$ cat src/rtl/instr_fetch_ctrl_if.sv
`default_nettype none
// ============================================================================
//  Module      : instr_fetch_ctrl_if
//  Description : Bus bundle between the fetch sequencer, the instruction
//                ROM, the redirect source and the decode stage.
//  Signals     : rom_addr       - ROM address (fetch PC)
//                rom_instr      - ROM read data, one cycle after the address
//                redirect_valid - one-cycle restart request
//                redirect_pc    - restart target (byte address)
//                out_valid      - head instruction available to decode
//                out_ready      - decode accepts the head this cycle
//                out_instr      - head instruction word
//                out_pc         - PC of the head instruction
//  Modports    : master - the fetch sequencer
//                slave  - the environment (ROM, redirect source, decode)
//  Revision    : 1.0 - initial release
// ============================================================================
interface instr_fetch_ctrl_if #(
    parameter int ADDR_W  = 32,
    parameter int INSTR_W = 48
);
    logic [ADDR_W-1:0]  rom_addr;
    logic [INSTR_W-1:0] rom_instr;
    logic               redirect_valid;
    logic [ADDR_W-1:0]  redirect_pc;
    logic               out_valid;
    logic               out_ready;
    logic [INSTR_W-1:0] out_instr;
    logic [ADDR_W-1:0]  out_pc;

    modport master (
        output rom_addr,
        output out_valid,
        output out_instr,
        output out_pc,
        input  rom_instr,
        input  redirect_valid,
        input  redirect_pc,
        input  out_ready
    );

    modport slave (
        input  rom_addr,
        input  out_valid,
        input  out_instr,
        input  out_pc,
        output rom_instr,
        output redirect_valid,
        output redirect_pc,
        output out_ready
    );
endinterface
`default_nettype wire

$ cat src/rtl/instr_fetch_ctrl.sv
`default_nettype none
// ============================================================================
//  Module      : instr_fetch_ctrl
//  Description : Fetch sequencer for the instruction ROM. Owns the fetch PC,
//                tracks the ROM's one-cycle read latency, buffers returned
//                words in a 2-entry FIFO and hands {instr, pc} to decode over
//                a valid/ready handshake (up to one instruction per cycle).
//                A redirect flushes buffered and in-flight fetches and
//                restarts fetching at the redirect target.
//  Ports       : CLK   - clock, all state updates on the rising edge
//                Reset - asynchronous, active-high reset
//                bus   - instr_fetch_ctrl_if.master (ROM, redirect, decode)
//  Parameters  : ADDR_W   - PC / ROM address width
//                INSTR_W  - instruction word width
//                RESET_PC - PC loaded on reset
//                PC_STEP  - byte increment per instruction
//  Revision    : 1.0 - initial release
// ============================================================================
module instr_fetch_ctrl #(
    parameter int                ADDR_W   = 32,
    parameter int                INSTR_W  = 48,
    parameter logic [ADDR_W-1:0] RESET_PC = '0,
    parameter int                PC_STEP  = 4
) (
    input  wire logic           CLK,
    input  wire logic           Reset,
    instr_fetch_ctrl_if.master  bus
);

    localparam logic [ADDR_W-1:0] C_PC_STEP = ADDR_W'(PC_STEP);

    // Fetch PC and the single outstanding ROM request
    logic [ADDR_W-1:0]  r_pc;
    logic               r_inflight;
    logic [ADDR_W-1:0]  r_inflight_pc;

    // 2-entry FIFO of returned words, addressed by 1-bit pointers
    logic [INSTR_W-1:0] r_fifo_instr [2];
    logic [ADDR_W-1:0]  r_fifo_pc    [2];
    logic               r_rd_ptr;
    logic               r_wr_ptr;
    logic [1:0]         r_count;

    logic               w_pop;
    logic               w_push;
    logic               w_issue;
    logic [2:0]         w_occupancy;

    // Handshake with decode
    assign w_pop = bus.out_valid & bus.out_ready;

    // Slots that will be committed after this edge: buffered words plus the
    // word coming back from the ROM, minus the one leaving to decode. A new
    // request is only launched when its response is guaranteed a slot, which
    // is what keeps the FIFO from ever overflowing.
    assign w_occupancy = {1'b0, r_count} + {2'b00, r_inflight} - {2'b00, w_pop};
    assign w_issue     = (w_occupancy < 3'd2) & ~bus.redirect_valid;

    // A redirect discards the word currently returning from the ROM
    assign w_push = r_inflight & ~bus.redirect_valid;

    // ------------------------------------------------------------------------
    // PC and in-flight tracking
    // ------------------------------------------------------------------------
    always_ff @(posedge CLK or posedge Reset) begin
        if (Reset) begin
            r_pc          <= RESET_PC;
            r_inflight    <= 1'b0;
            r_inflight_pc <= '0;
        end else if (bus.redirect_valid) begin
            r_pc          <= bus.redirect_pc;
            r_inflight    <= 1'b0;
        end else if (w_issue) begin
            r_pc          <= r_pc + C_PC_STEP;
            r_inflight    <= 1'b1;
            r_inflight_pc <= r_pc;
        end else begin
            r_inflight    <= 1'b0;
        end
    end

    // ------------------------------------------------------------------------
    // Response FIFO
    // ------------------------------------------------------------------------
    always_ff @(posedge CLK or posedge Reset) begin
        if (Reset) begin
            r_rd_ptr <= 1'b0;
            r_wr_ptr <= 1'b0;
            r_count  <= 2'd0;
            for (int i = 0; i < 2; i++) begin
                r_fifo_instr[i] <= '0;
                r_fifo_pc[i]    <= '0;
            end
        end else if (bus.redirect_valid) begin
            // Flush; a pop in this same cycle has already been handed over
            r_rd_ptr <= 1'b0;
            r_wr_ptr <= 1'b0;
            r_count  <= 2'd0;
        end else begin
            if (w_push) begin
                r_fifo_instr[r_wr_ptr] <= bus.rom_instr;
                r_fifo_pc[r_wr_ptr]    <= r_inflight_pc;
                r_wr_ptr               <= ~r_wr_ptr;
            end
            if (w_pop) begin
                r_rd_ptr <= ~r_rd_ptr;
            end
            r_count <= r_count + {1'b0, w_push} - {1'b0, w_pop};
        end
    end

    // ------------------------------------------------------------------------
    // Outputs
    // ------------------------------------------------------------------------
    assign bus.rom_addr  = r_pc;
    assign bus.out_valid = (r_count != 2'd0);
    assign bus.out_instr = r_fifo_instr[r_rd_ptr];
    assign bus.out_pc    = r_fifo_pc[r_rd_ptr];

endmodule
`default_nettype wire

$ cat src/flat_wrapper.sv
// flat-port wrapper written by rule: the top's interface ports become plain ports
module instr_fetch_ctrl_flat 
#(
    parameter int                ADDR_W   = 32,
    parameter int                INSTR_W  = 48,
    parameter logic [ADDR_W-1:0] RESET_PC = '0,
    parameter int                PC_STEP  = 4
)
  (CLK, Reset, bus_rom_addr, bus_out_valid, bus_out_instr, bus_out_pc, bus_rom_instr, bus_redirect_valid, bus_redirect_pc, bus_out_ready);
  instr_fetch_ctrl_if #(.ADDR_W(ADDR_W), .INSTR_W(INSTR_W)) bus_i ();
  input  wire logic CLK;
  input  wire logic Reset;
  output wire logic [$bits(bus_i.rom_addr)-1:0] bus_rom_addr;
  output wire logic [$bits(bus_i.out_valid)-1:0] bus_out_valid;
  output wire logic [$bits(bus_i.out_instr)-1:0] bus_out_instr;
  output wire logic [$bits(bus_i.out_pc)-1:0] bus_out_pc;
  input wire logic [$bits(bus_i.rom_instr)-1:0] bus_rom_instr;
  input wire logic [$bits(bus_i.redirect_valid)-1:0] bus_redirect_valid;
  input wire logic [$bits(bus_i.redirect_pc)-1:0] bus_redirect_pc;
  input wire logic [$bits(bus_i.out_ready)-1:0] bus_out_ready;
  assign bus_rom_addr = bus_i.rom_addr;
  assign bus_out_valid = bus_i.out_valid;
  assign bus_out_instr = bus_i.out_instr;
  assign bus_out_pc = bus_i.out_pc;
  assign bus_i.rom_instr = bus_rom_instr;
  assign bus_i.redirect_valid = bus_redirect_valid;
  assign bus_i.redirect_pc = bus_redirect_pc;
  assign bus_i.out_ready = bus_out_ready;
  instr_fetch_ctrl #(.ADDR_W(ADDR_W), .INSTR_W(INSTR_W), .RESET_PC(RESET_PC), .PC_STEP(PC_STEP)) u_core (.CLK(CLK), .Reset(Reset), .bus(bus_i));
endmodule
$ cat config.mk
export PLATFORM = sky130hd
export DESIGN_NAME = instr_fetch_ctrl_flat
export DESIGN_NICKNAME = d
export VERILOG_FILES = /design/src/rtl/instr_fetch_ctrl_if.sv /design/src/rtl/instr_fetch_ctrl.sv /design/src/flat_wrapper.sv
export SDC_FILE = /design/constraint.sdc
export NUM_CORES = 1
export LEC_CHECK = 0
export ABC_AREA = 1
export CORE_MARGIN = 8
export CORE_UTILIZATION = 35
export CTS_CLUSTER_DIAMETER = 100
export DETAILED_ROUTE_END_ITERATION = 10
export PLACE_DENSITY = 0.57
export SLEW_MARGIN = 0
export SYNTH_ARGS = -nofsm -noshare
export SYNTH_HDL_FRONTEND = slang
export SYNTH_SLANG_ARGS = --single-unit
$ cat constraint.sdc
create_clock -name CLK -period 9.22 [get_ports CLK]
set_input_delay 1.383 -clock CLK [delete_from_list [all_inputs] [get_ports CLK]]
set_output_delay 1.383 -clock CLK [all_outputs]
set_load 0.01 [all_outputs]
Word-level counts from Yosys, hierarchy flattened:

Index checks and enable logic that the tools add are counted.

* register bits after elaboration: 229
* latch bits: 0
* memory bits (writable): 0
* memory bits (read-only): 0
* input port bits: 84
* output and inout bits: 113
* memories: 0

* add/subtract/negate cells: 5
* $mul: 0
* div/mod/pow operators: 0
* order comparisons: 4
* eq/ne operators: 0
* shift-type cells: 0
* multiplexer cells: 21
* bitwise logic cells: 8
* reduce and logical (&&, ||, !) cells: 7

Operators by type and width (count)
* 32-bit two-way mux: 6
* 48-bit two-way mux: 4
* 96-bit bitwise mux: 1
* 64-bit bitwise mux: 1
* 48-bit demux with 1-bit select: 1
* 32-bit by 3-bit adder with 32-bit output, second input constant: 1
* 32-bit demux with 1-bit select: 1
* 2-bit nonzero test: 4
* 1-bit two-way mux: 6
* 2-bit >= comparator, second input constant: 2
* 1-bit NOT with 2-bit output: 2
* 2-bit AND reduction: 2
* 2-bit by 1-bit adder with 3-bit output: 1
* 1-bit AND: 3
* 3-bit by 2-bit < comparator with 1-bit output, second input constant: 1
* 1-bit NOT: 3
* 3-bit by 1-bit subtractor with 3-bit output: 1
* 2-bit by 1-bit adder with 2-bit output: 1
* 2-bit by 1-bit < comparator with 1-bit output, second input constant: 1
* 2-bit two-way mux: 1
* 2-bit by 1-bit subtractor with 2-bit output: 1
* 1-bit logical AND: 1

Longest topological paths before layout:

* depth in word-level cells: 7
* depth in mapped cells: 16
* gate-level depth less buffers: 15

Worst setup path after synthesis:

OpenSTA, ideal clock, no wires.

* path kind: input to register
* start: input port bus_out_ready
* end: register u_core.r_pc[21] (netlist: u_core.bus.rom_addr[21])
* library setup time: 0.069 ns
* data arrival time: 2.886 ns
* required time: 9.151 ns
* setup slack: 6.265 ns
* cell stages on the path: 13
* buffers on the path: 2
* path through: nand2_1 -> nor2_1 -> o21ai_0 -> fa_1 -> inv_1 -> nand2_1 -> nand2_2 -> nand3_2 -> buf_6 -> buf_8 -> nor2_4 -> nand3_1 -> nand3b_1

* longest elaborated chain between the ends: 5

Ends and longest elaborated chain
* start: declaration: line flat_wrapper.sv:20 `input wire logic [$bits(bus_i.out_ready)-1:0] bus_out_ready;`
* 1-bit AND: line instr_fetch_ctrl.sv:50 `assign w_pop = bus.out_valid & bus.out_ready;`
* 3-bit by 1-bit subtractor with 3-bit output: line instr_fetch_ctrl.sv:56 `assign w_occupancy = {1'b0, r_count} + {2'b00, r_inflight} - {2'b00, w_pop};`
* 3-bit by 2-bit < comparator with 1-bit output: line instr_fetch_ctrl.sv:57 `assign w_issue = (w_occupancy < 3'd2) & ~bus.redirect_valid;`
* 1-bit AND: line instr_fetch_ctrl.sv:57
* 2-bit nonzero test (no line)
* end signal: assignment: line instr_fetch_ctrl.sv:71 `r_pc <= bus.redirect_pc;`
* end signal: assignment: line instr_fetch_ctrl.sv:74 `r_pc <= r_pc + C_PC_STEP;`
* end: declaration: line instr_fetch_ctrl.sv:33 `logic [ADDR_W-1:0] r_pc;`

No other way between the ends.
A chain may end at the register's enable or synchronous reset.

Final worst setup path:

* start: register u_core.r_rd_ptr
* end: output port bus_out_pc[19]

* longest elaborated chain between the ends: 4

Ends and longest elaborated chain
* start: declaration: line instr_fetch_ctrl.sv:40 `logic r_rd_ptr;`
* start signal: assignment: line instr_fetch_ctrl.sv:106 `r_rd_ptr <= ~r_rd_ptr;`
* 1-bit NOT with 2-bit output (not written as such): line instr_fetch_ctrl.sv:118 `assign bus.out_pc = r_fifo_pc[r_rd_ptr];`
* 32-bit two-way mux (not written as such) (3 in series): line instr_fetch_ctrl.sv:118
* end: declaration: line flat_wrapper.sv:16 `output wire logic [$bits(bus_i.out_pc)-1:0] bus_out_pc;`

No other way between the ends. The select of a mux whose other input is x is not followed.

==> metrics.yaml <==
layout:
  drive_gt1_frac: 0.05731
  nets: 1620
  fillers: 3018
  antennaDiodeCount: 0
  syn2layout_area_growth_pct: 28.41
  regArea_um2: 5732
  final_cells: 1949
  multiInputGateArea_um2: 4135
logic_synthesis:
  seq_area_frac_synth: 0.5294
  yosys.cell_count.top_type: "nand2_1"
  synth_nets: 1456
  synth_ff_type: "dfrtp_1"
  synth_area_per_cell_um2: 7.907
  synth_top_area_cell: "dfrtp_1"
  synth_edf_count: 0
  yosys.cell_types.count: 34
  synth_cells: 1369
  synth_top_area_frac: 0.5294
  synth_area_leaders: "dfrtp_1, nand2_1, o21ai_0, inv_1, buf_6"
  synth_area_um2: 10820
  yosysWarnings: 0
  synth_seq_cells: 229
  async_flop_share: 1.000
  synth_top_cells_by_count: "nand2_1, dfrtp_1, o21ai_0"
clock_tree:
  cts.clk_slew.worst_paths_ns: 0.06
  cts_inserted_buffers: 26
  clkSinkCount: 229
  root_buffer: "clkbuf_16"
  cts.path.max_buffers: 3
  postCtsHoldBufs: 0
  cts_tree: "done"
  post_cts_buffers: 0
  cts-resized-gates: 0
  h-tree-depth: 1
  worstSkewPairLatency_ns: 0.53
route:
  drc_errors: 0
  wire_per_inst_um: 15.02
  num_vias: 9096
  ant_nets: 0
  vias_per_cell: 4.667
  drt-pass1-iter-count: 5
  dr.first_iter.drc_count: 586
  totalWireLength_mm: 29.28
power_and_ir_drop:
  ir_worst_vdd_v: 0.0001352
  leakage_nw: 6.788
  powerDensity_nw_per_um2: 306.7
worst_setup_path:
  critPathCaptureType: "output port"
  critPathKind: "flip-flop to output port"
  required_ns: 7.84
  critPathMaxFanout: 58
  worst_setup_path_start_kind: "flip-flop"
  cp_data_arrival_time_ns: 2.81
floorplan:
  initial_core_util: 0.3548
  pin_count: 197
  core-area_um2: 30510
  num_rows: 64
  die_height_um: 191.9
  die_area_um2: 36810
  die_x_um: 191.9
job:
  drv_cap: 0
placement:
  gp_congestion: 0.8172
  dp_hpwl_mm: 19.57
  dp_cells: 1901
  portBuffers: 196
global_route:
  grt_pass1_vias: 9013
  grt_max_degree: 103
  gr-usage-all-layers: 0.1599
  grt_pass1_wl_mm: 48.04
  antenna_found_initial: 0
  grt_overflow: 0
timing:
  final.setup.tns_ns: 0
  maxSlewHeadroom: 0.3400
  hold_violations: 0
  fmax_mhz: 238.5
  skew_ns: 0.008121
  rsz0062_at_grt: "false"
  worst_pin_slew_ns: 0.9900
  min_period_ns: 4.194
  drv_slew: 0
  setup_viol: 0
  period_share: 0.4548
worst_hold_path:
  hold_class: "flip-flop to flip-flop"
status:
  outcome: "finished clean"
[layout make-up]
type | count | share of cell area
multi-input combinational | 936 | 0.2975
timing repair buffer | 204 | 0.1455
clock inverter | 12 | 0.01710
clock buffer | 36 | 0.05464
inverter | 136 | 0.03727
tap | 396 | 0.03565
sequential | 229 | 0.4124
[layout by cell type, fill, tap and decap left out]
master	n
fa_1	1
o21bai_1	2
nand4_1	1
a21oi_1	13
and3_1	1
nand3_2	2
clkbuf_8	5
nor2_8	1
clkinv_1	1
bufinv_16	7
nand3_1	39
clkbuf_1	4
nand2_2	7
nor2_4	9
xnor2_1	1
nand3b_1	13
nand2_1	571
clkbuf_16	27
o211ai_1	6
o21ai_0	152
xor2_1	4
o21ai_1	46
inv_1	130
a31oi_1	1
clkinv_2	4
clkdlybuf4s50_1	196
buf_4	8
dfrtp_2	1
clkinvlp_4	1
dfrtp_1	228
nor2_2	9
inv_8	1
ha_1	2
nand2_4	3
nor3_1	1
inv_2	4
o21a_1	1
nor2_1	50
[worst max-delay path, cell delays in order (launching register included)]
cell and delay, ns:
dfrtp_2 0.41, inv_2 0.38, buf_4 0.65, nand2_1 0.10
nand2_1 0.10, clkdlybuf4s50_1 0.63
[metal layers]
| layer | GRT usage | vias to the layer above | part of all wire |
|---|---|---|---|
| met4 | 0.03996 | 0 | 0.018 |
| met3 | 0.03577 | 38 | 0.073 |
| met5 | 0 | - | 0 |
| met2 | 0.2463 | 254 | 0.44 |
| li1 | - | 4581 | - |
| met1 | 0.2249 | 4223 | 0.47 |
[where the power goes]
| part | internal (mW) | switching, mW |
|---|---|---|
| Combinational | 0.662 | 0.740 |
| Clock | 0.769 | 0.411 |
| Sequential | 1.43 | 0.255 |
| Total | 2.86 | 1.41 |
[sequential cells by signal (all words and copies together), names as in the netlist]
register,cells
u_core.r_wr_ptr,1
u_core.r_rd_ptr,1
u_core.bus.rom_addr,32
u_core.r_inflight,1
u_core.r_inflight_pc,32
u_core.r_count,2
u_core.r_fifo_pc,64
u_core.r_fifo_instr,96
[logic make-up (layout without fill, tap and decap cells)]
| logic type | Yosys count | count (layout) | synth area share |
|---|---|---|---|
| adder cells (fa/ha/maj) | 3 | 3 | 0.004161 |
| buffers and inverters | 204 | 388 | 0.08854 |
| XOR/XNOR | 5 | 5 | 0.004046 |
| AO/OA/AOI/OAI | 221 | 221 | 0.1044 |
| AND/OR/NAND/NOR | 707 | 707 | 0.2694 |
| flip-flops | 229 | 229 | 0.5294 |
[final timing paths]
check	from	to	slack, ns	depth (start not counted)
max in group asynchronous	Reset	u_core.bus.rom_addr[30]$_DFFE_PP0P_	6.46	3
setup reg to reg	u_core.r_count[1]$_DFF_PP0_	u_core.bus.rom_addr[2]$_DFFE_PP0P_	6.11	13
hold / removal	u_core.r_fifo_pc[22]$_DFFE_PP0P_	u_core.r_fifo_pc[22]$_DFFE_PP0P_	0.48	2
setup / recovery	u_core.r_rd_ptr$_DFFE_PP0P_	bus_out_pc[19]	5.03	5
hold reg to reg	u_core.r_fifo_pc[22]$_DFFE_PP0P_	u_core.r_fifo_pc[22]$_DFFE_PP0P_	0.48	2
min in group asynchronous	Reset	u_core.r_fifo_instr[23]$_DFFE_PP0P_	1.39	2
[per-stage QoR]
stage | power [mW] | setup WS, ns | hold slack, ns | utilization | cell area [um^2]
4_1_cts | 4.328 | 4.952 | 0.4872 | 0.4556 | 13900
3_3_place_gp | 3.087 | 4.916 | 0.4648 | 0.4229 | 12900
5_1_grt | 4.585 | 4.833 | 0.4949 | 0.4556 | 13900
2_1_floorplan | 2.437 | 1.561 | 0.4529 | - | 10820
3_5_place_dp | 3.120 | 4.820 | 0.4726 | 0.4229 | 12900
6_report | 4.262 | 5.026 | 0.4805 | 0.4556 | 13900
Note: power is estimated with default switching activity, not from simulation.
==> patch: new RTL, config.mk and constraints unchanged <==
Reset style: synchronous (`Reset`), changed in 2 clocked blocks. Comments in the files are not updated.
--- a/src/rtl/instr_fetch_ctrl.sv
+++ b/src/rtl/instr_fetch_ctrl.sv
@@ -64,3 +64,3 @@
     // ------------------------------------------------------------------------
-    always_ff @(posedge CLK or posedge Reset) begin
+    always_ff @(posedge CLK) begin
         if (Reset) begin
@@ -84,3 +84,3 @@
     // ------------------------------------------------------------------------
-    always_ff @(posedge CLK or posedge Reset) begin
+    always_ff @(posedge CLK) begin
         if (Reset) begin
Function: differs if Reset is asserted again (counterexample within 4 cycles, from zero or initial values and one cycle with Reset high); with Reset held inactive, the same outputs for 4 cycles.
==> patch against the unedited design <==
Clock skew is 0.0039 ns higher; routed wire length is 5.3% lower; sequential cell count is 1 higher; cell area is 2.3% lower; hold slack worse by 0.031 ns; maximum frequency is 0.67% higher; worst setup slack better by 0.028 ns; synthesized area is 3.7% lower.
Power is not compared: it rests on default switching activity, and its combinational part moved more than twofold at a synthesized area within 25%.
==> patch: results (changes against the unedited design) <==
Power and ir drop
  – Net Sw Power: between 500 and 600 µW
  – Peak supply drop: roughly 0.00013 V
  – Leakage: between 0.005 and 0.006 µW

CTS
  – Root buffer cell: clkbuf_16 (unchanged)
  – Hold Buf Count CTS: 0 (unchanged)
  – Worst-case clock buffer depth: 3 (unchanged)
  – Post-CTS sizing: 0 (unchanged)
  – CTS H-Tree Depth: 1 (unchanged)
  – # Post-CTS Setup Buffers: 0 (unchanged)
  – Total clock buffers created by CTS: 26 (unchanged)
  – Worst-Skew Late Latency: ~0.52 ns
  – CTS clk-pin slew, worst paths: 0.06 ns (about the same)

Synth
  – List of most frequent post-synthesis cells: nor2_1 (226), inv_1 (161), edfxtp_1 (160) (was nand2_1 (571), dfrtp_1 (229), o21ai_0 (152))
  – Synth top area cells: edfxtp_1 (46%), dfxtp_1 (13%), mux2_2 (8.6%), nor2_1 (8.1%), inv_1 (5.8%) (was dfrtp_1 (53%), nand2_1 (20%), o21ai_0 (7.0%), inv_1 (4.5%), buf_6 (2.2%))
  – Synth unique cells: 36 (was 34)
  – Post-synth EDFFs: 160 (was 0)
  – Seq/Total Area, Yosys: 59.5% (was 52.9%)
  – Post-Syn Nets: 1,134 (was 1,456)
  – Synth warn: 0 (unchanged)
  – Ys async rst share: 0% (was 100%)

Hold path
  – Hold Crit Class: flop to flop (unchanged)

Global route
  – Global route overflow: 0 (unchanged)
  – Vias in the first global route: 7,937 (was 9,013)
  – Antenna violations before repair: 0 (unchanged)
  – GR Util All Layers: 15.3% (was 16.0%)
  – Largest net degree at the start of global routing: 81 (was 103)
  – First-pass GRT wire length: 43,600 µm (was 48,000 µm)

Drt
  – Initial DRC count: 404 (was 586)
  – Drt total wl: 27,700 µm (was 29,300 µm)
  – Pre-antenna DRT Iters: 5 (unchanged)
  – DR vias: 7,704 (was 9,096)

Final layout
  – Net count, final: 1,318 (was 1,620)
  – Top flop regs: u_core.r_fifo_instr: 96 flops, u_core.r_fifo_pc: 64 flops (unchanged)
  – ANT cells: 0 (unchanged)
  – Share of layout cells above drive strength 1: 12.4% (was 5.73%)

Worst setup path
  – CP top delay family: buffers and inverters (unchanged)
  – Slowest-stage cell, CP: buf_4 (unchanged)
  – Crit Path Max Fanout: 66 (was 58)
  – Critical Path AT: 2.78 ns (was 2.81 ns)
  – CP max stage delay: 0.78 ns (was 0.65 ns)

Timing
  – Clock Skew: 0.0121 ns (was 0.00812 ns)
  – Max-Slew Margin vs Limit: 30.1% (was 34.0%)

Status
  – Status: finished clean (unchanged)

Placed design
  – GP Congestion: 0.851 (was 0.817)
  – PortBufs: 196 (unchanged)
  – Hpwl dp: 18,000 µm (was 19,600 µm)
patch: cell count changes in the layout (fill, tap and decap cells not counted), sizes merged, moves of 80 or more:
cell,change
dfrtp,-229
edfxtp,+160
mux2,+80
nand2,-456
nor2,+171
o21ai,-160
patch: path summary, 6_finish.rpt:
path	from	to	slack, ns	cells after the start
setup / recovery	flop	bus_out_pc[8]	5.05	3
hold / removal	u_core.r_rd_ptr	flop	0.45	1
setup reg to reg	u_core.r_count[1]	u_core.bus.rom_addr[9]	6.07	15
hold reg to reg	u_core.r_rd_ptr	flop	0.45	1
patch: through the flow:
stage | std cells | instance area [µm²] | utilization [%] | setup slack, ns | hold slack [ns]
floorplan | 1047 | 10400 | - | 4.97 | 0.425
global placement | 1593 | 12700 | 43.2 | 4.75 | 0.431
detailed placement | 1593 | 12700 | 43.2 | 4.75 | 0.434
CTS | 1641 | 13600 | 46.1 | 4.96 | 0.453
global route | 1641 | 13600 | 46.1 | 4.86 | 0.458
finish | 1641 | 13600 | 46.1 | 5.05 | 0.450
patch: worst reg2reg max path: cells and delay by family (launching register included):
family / cells / cell delay (ns)
AND/OR/NAND/NOR: 7 / 1.10
buffers and inverters: 3 / 0.72
AO/OA/AOI/OAI: 4 / 0.48
flip-flops: 1 / 0.39
adder cells (fa/ha/maj): 1 / 0.39
patch: logic make-up after synthesis:
logic type,after synthesis,synth area share [%]
buffers and inverters,211,8.08
AOI/OAI and AO/OA,92,4.94
adders and majority gates,3,0.432
muxes,80,8.64
and+or+nand+nor,425,17.9
xor gates and xnor gates,6,0.504
DFF,230,59.5
patch: power by group through the flow:
stage / logic [µW] / clock network (µW) / registers [µW]
final: 247 / 1000 / 1180
after global routing: 272 / 1070 / 1190
after CTS: 253 / 1020 / 1180
after detailed placement: 251 / 0 / 1200
after global placement: 250 / 0 / 1200
after floorplan: 116 / 0 / 1200
patch: routing by layer:
layer | vias up | track usage, % | part of all wire, %
met4 | 0 | 3.52 | 1.8
li1 | 3790 | - | -
met3 | 42 | 3.83 | 7.1
met5 | - | 0 | 0
met1 | 3646 | 19.4 | 44
met2 | 226 | 25.9 | 47
patch: final cells by class:
type	instances	area, µm²
clock inverters	6	51.3
repair buffers	203	2010
multi-input cells	606	3410
flip-flops and latches	230	6210
clock buffers	42	783
well taps	390	488
fillers	2835	15900
inverters	164	619
